[config.mk]
export PLATFORM = sky130hd
export DESIGN_NAME = gemm_drain_counter
export DESIGN_NICKNAME = d
export VERILOG_FILES = /design/src/rtl/gemm_drain_counter.sv
export SDC_FILE = /design/constraint.sdc
export NUM_CORES = 1
export LEC_CHECK = 0
export ABC_AREA = 1
export CAP_MARGIN = 20
export CORE_MARGIN = 1
export CORE_UTILIZATION = 30
export CTS_BUF_LIST = sky130_fd_sc_hd__clkbuf_2
export CTS_CLUSTER_DIAMETER = 80
export DETAILED_ROUTE_END_ITERATION = 10
export DONT_BUFFER_PORTS = 1
export PLACE_DENSITY = 0.55
export SLEW_MARGIN = 20
export SYNTH_ARGS = -nofsm -noshare
export SYNTH_HDL_FRONTEND = slang
export SYNTH_SLANG_ARGS = --single-unit
[constraint.sdc]
create_clock -name clk -period 3.05 [get_ports clk]
set_clock_uncertainty 0.15 [all_clocks]
set_input_delay 0 -clock clk [delete_from_list [all_inputs] [get_ports clk]]
set_output_delay 0 -clock clk [all_outputs]
set_load 0.005 [all_outputs]
[src/rtl/gemm_drain_counter.sv]
// gemm_drain_counter: receive-side drain controller for the GEMM array edge.
// Optional sticky protocol error flag built when GEMM_DRAIN_ERR_EN is defined.
module gemm_drain_counter #(
  parameter int CNT       = 14,
  parameter int CNT_WIDTH = 4,
  parameter int LAT       = 3,
  parameter int LAT_WIDTH = 2
) (
  input  logic                 clk,
  input  logic                 rst_n,
  input  logic                 start_i,
  input  logic [CNT_WIDTH-1:0] len_i,
  input  logic                 valid_i,
  output logic                 ready_o,
  output logic [CNT_WIDTH-1:0] cnt_o,
  output logic                 last_o,
  output logic                 busy_o,
  output logic                 done_o,
  output logic                 err_o
);

  typedef enum logic [1:0] {
    IDLE,
    FILL,
    DRAIN,
    DONE
  } state_t;

  localparam logic [CNT_WIDTH-1:0] CNT_LIM  = CNT_WIDTH'(CNT);
  localparam logic [CNT_WIDTH-1:0] CNT_MAX  = CNT_WIDTH'(CNT - 1);
  localparam logic [LAT_WIDTH-1:0] LAT_INIT =
    (LAT > 0) ? LAT_WIDTH'(LAT - 1) : '0;
  localparam bit SKIP_FILL = (LAT == 0);

  state_t state;
  state_t state_nx;

  logic [CNT_WIDTH-1:0] cnt;
  logic [CNT_WIDTH-1:0] cnt_nx;
  logic [CNT_WIDTH-1:0] cnt_load;
  logic [LAT_WIDTH-1:0] lat;
  logic [LAT_WIDTH-1:0] lat_nx;

  logic len_ok;
  logic accept;
  logic cnt_zero;

  // Zero or oversize lengths fall back to a full tile.
  assign len_ok   = (len_i != '0) && (len_i <= CNT_LIM);
  assign cnt_load = len_ok ? (len_i - 1'b1) : CNT_MAX;

  assign accept   = (state == DRAIN) && valid_i;
  assign cnt_zero = (cnt == '0);

  assign ready_o  = (state == DRAIN);
  assign busy_o   = (state != IDLE);
  assign done_o   = (state == DONE);
  assign cnt_o    = cnt;
  assign last_o   = accept && cnt_zero;

  // State, beat counter and latency counter registers.
  always_ff @(posedge clk) begin
    if (!rst_n) begin
      state <= IDLE;
      cnt   <= '0;
      lat   <= '0;
    end else begin
      state <= state_nx;
      cnt   <= cnt_nx;
      lat   <= lat_nx;
    end
  end

  // Next-state and counter update; counters only move in their own state.
  always_comb begin
    state_nx = state;
    cnt_nx   = cnt;
    lat_nx   = lat;
    unique case (state)
      IDLE: begin
        if (start_i) begin
          cnt_nx   = cnt_load;
          lat_nx   = LAT_INIT;
          state_nx = SKIP_FILL ? DRAIN : FILL;
        end
      end
      FILL: begin
        if (lat == '0) begin
          state_nx = DRAIN;
        end else begin
          lat_nx = lat - 1'b1;
        end
      end
      DRAIN: begin
        if (accept) begin
          if (cnt_zero) begin
            state_nx = DONE;
          end else begin
            cnt_nx = cnt - 1'b1;
          end
        end
      end
      DONE: begin
        state_nx = IDLE;
      end
      default: begin
        state_nx = IDLE;
      end
    endcase
  end

`ifdef GEMM_DRAIN_ERR_EN
  logic err;
  logic err_set;
  logic err_clr;

  assign err_set = (valid_i && ((state == FILL) || (state == DONE)))
                 || (start_i && (state != IDLE));
  assign err_clr = start_i && (state == IDLE);

  // Sticky protocol error, cleared by the next accepted start.
  always_ff @(posedge clk) begin
    if (!rst_n) begin
      err <= 1'b0;
    end else if (err_clr) begin
      err <= 1'b0;
    end else if (err_set) begin
      err <= 1'b1;
    end
  end

  assign err_o = err;
`else
  assign err_o = 1'b0;
`endif

endmodule

==> reports/metrics.yaml <==
total_power_uw: 677.1
syn_inst: 102
cts_sinks: 8
drive_gt1_share_pct: 13.51
postRouteAntennaNets: 0
worstSetupPathType: "reg -> reg"
power.density_nw_per_um2: 820.0
swShare_pct: 50.79
cap_viol_max_count: 0
critPathRequiredTime_ns: 3.05
r2r_end: "cnt_o[0]"
wire_per_inst_um: 10.53
fillers: 239
grt.overflow.total: 0
viasPerCell: 4.547
place_congestion: 0.8025
clk_latency_ns: 0.26
grt_use_total_pct: 14.10
syn_avg_cell_area_sq_um: 7.004
worst_pin_slew_ns: 0.5187
finalSetupViolCount: 0
yosysWarnings: 0
grt_antenna_before_repair: 0
synth_top_cells_by_area: "dfxtp_1 (22%), ha_1 (16%), nand2_1 (10%)"
grt_max_degree: 10
place_area_sq_um: 730.7
synth-seq-cells: 8
clk_pin_slew_ns: 0.09
seqPwrFrac_pct: 28.8
cts_tree: "yes"
rows: 17
slew_viol_final: 0
finalNetCount: 130
cpLargestDelayFamily: "buffers and inverters"
area_growth_pct: 15.59
critPathMaxFanout: 9
initial_utilization_pct: 31.99
p_int_uw: 333.2
syn_area_sq_um: 714.4
clockBufferDepth: 2
cts_made_buffers: 3
final_area_sq_um: 825.8
crit_chain: "inv_1 -> ha_1 -> nor2_1 -> nand3_1 -> dlygate4sd3_1 -> nand2_1 -> a21oi_1"
arrival_ns: 2.20
grt_pass1_wl_mm: 2.684
crit_end: "cnt_o[0]"
fin_crit_ns: 2.201
die_h_um: 50.80
ios: 17
max_freq_mhz: 454.4
power.switching_uw: 343.9
power.leakage_uw: 0.0003960
holdCritPathClass: "in -> reg"
period_share_pct: 72.15
r2r-start: "state[0]"
drc: 0
maxSlewHeadroom_pct: 65.42
coreArea_sq_um: 2233
critical-path-max-stage-delay_ns: 0.57
rsz0062_at_grt: "false"
clkPwrFrac_pct: 10.7
die_w_um: 50.80
r2r_cells: 7
critPathLaunchType: "flop"
timing.setup.tns_ns: 0
r2r_setup_slack_ns: 0.85
drtIter0Drc: 15
crit_start: "state[0]"
dp_hpwl_mm: 1.116
io_buffer_count: 0
synth_nets: 119
grt_pass1_vias: 630
synth_top_area_cell: "dfxtp_1"
placed_cells: 128
hold_viol_final: 0
final_cells: 139
ir_drop_v: 0.0004013
end_kind: "flop"
clockRootBuffer: "clkbuf_2"
seq_area_frac_synth_pct: 22.42
vias: 632
whs_ns: 0.001173
cts_resized: 0
slowest_stage: "dlygate4sd3_1"
synth_top_area_share_pct: 22.42
outcome: "finished clean"
yosysUniqueCellTypes: 28
cts_htree_levels: 1
cp.depth: 7
num_antenna_cells: 0
p_comb_share_pct: 60.5
dieArea_sq_um: 2581
routed_wl_mm: 1.463
first_pass_iters: 4
cp_num_buf_inv: 2
-- power by group through the flow --
| stage | Clock, uW | Sequential [uW] | Combinational (uW) |
|---|---|---|---|
| detailed placement | 0 | 198 | 400 |
| global route | 78.3 | 206 | 476 |
| global placement | 0 | 197 | 396 |
| finish | 72.6 | 195 | 410 |
| floorplan | 0 | 185 | 352 |
| CTS | 74.0 | 196 | 415 |
-- worst min-delay path by stage --
stage / start / endpoint / slack [ns] / cells after the start
floorplan: valid_i / last_o / -0.04 / 2
global placement: valid_i / last_o / -0.02 / 2
detailed placement: valid_i / last_o / -0.03 / 2
CTS: len_i[2] / cnt_o[3] / 0.009 / 7
global route: len_i[2] / cnt_o[3] / 0.07 / 7
finish: len_i[2] / cnt_o[3] / 0.001 / 7
-- layout make-up --
cell class | instances | area, sq um | share of cell area (%)
Clock buffer | 3 | 15.01 | 1.818
Inverter | 18 | 70.07 | 8.485
Multi-Input combinational cell | 74 | 465.4 | 56.36
Sequential cell | 8 | 160.2 | 19.39
Tap cell | 28 | 35.03 | 4.242
Timing Repair Buffer | 8 | 80.08 | 9.697
-- per-layer routing --
layer	up-vias	share of wire (%)	track usage [%]
met5	-	0	0
met4	0	2.2	7.407
met3	4	7.5	4.848
met2	17	44	21.33
met1	274	46	17.42
li1	337	-	-
-- placed cells by master (no fill, tap or decap), drive strengths merged --
| cell type | instances |
|---|---|
| or2 | 1 |
| ha | 9 |
| nand3 | 5 |
| o21ai | 8 |
| nand2 | 21 |
| nor4 | 1 |
| conb | 1 |
| dfxtp | 8 |
| a211oi | 1 |
| inv | 18 |
| a21oi | 5 |
| clkbuf | 3 |
| xnor2 | 1 |
| o2bb2ai | 1 |
| nor2 | 17 |
| nand3b | 1 |
| dlygate4sd3 | 8 |
| o211ai | 1 |
| nor3 | 1 |
-- cells by family (layout without fill, tap and decap cells) --
kind of cell | Yosys count | count (layout) | share of synthesized area (%)
buf+inv | 20 | 29 | 12.43
flops | 8 | 8 | 22.42
compound gates | 16 | 16 | 15.94
xor+xnor | 1 | 1 | 1.226
other cells | 1 | 1 | 0.5249
fa+ha+maj | 9 | 9 | 15.76
simple gates | 47 | 47 | 31.70
-- worst register-to-register path, cell delays in order (launching register included) --
cell,delay [ns]
dfxtp_1,0.39
inv_1,0.10
ha_1,0.39
nor2_1,0.28
nand3_1,0.09
dlygate4sd3_1,0.57
nand2_1,0.06
a21oi_1,0.06
-- per-stage QoR --
stage	utilization, %	worst slack, ns
global placement	32.72	1.300
finish	36.97	0.8494
detailed placement	32.72	1.268
CTS	36.97	0.8320
global route	36.97	0.6874
floorplan	-	1.491
-- sequential cells by signal, indices dropped and copies added (netlist names) --
register / count
cnt_o: 4
state: 2
lat: 2
-- Yosys cell counts, drive strengths merged --
cell,count
nor3,1
o2bb2ai,1
nand2,21
inv,18
or2,1
nor4,1
conb,1
o21ai,8
buf,2
nand3,5
dfxtp,8
ha,9
a211oi,1
nor2,17
nand3b,1
xnor2,1
a21oi,5
o211ai,1
-- timing repair --
item	in CTS	in global routing
hold endpoints to repair	9	0
endpoints found under the setup margin	0	0
hold buffers	8	0
buffers inserted	0	0
Note: power is estimated with default switching activity, not from simulation.
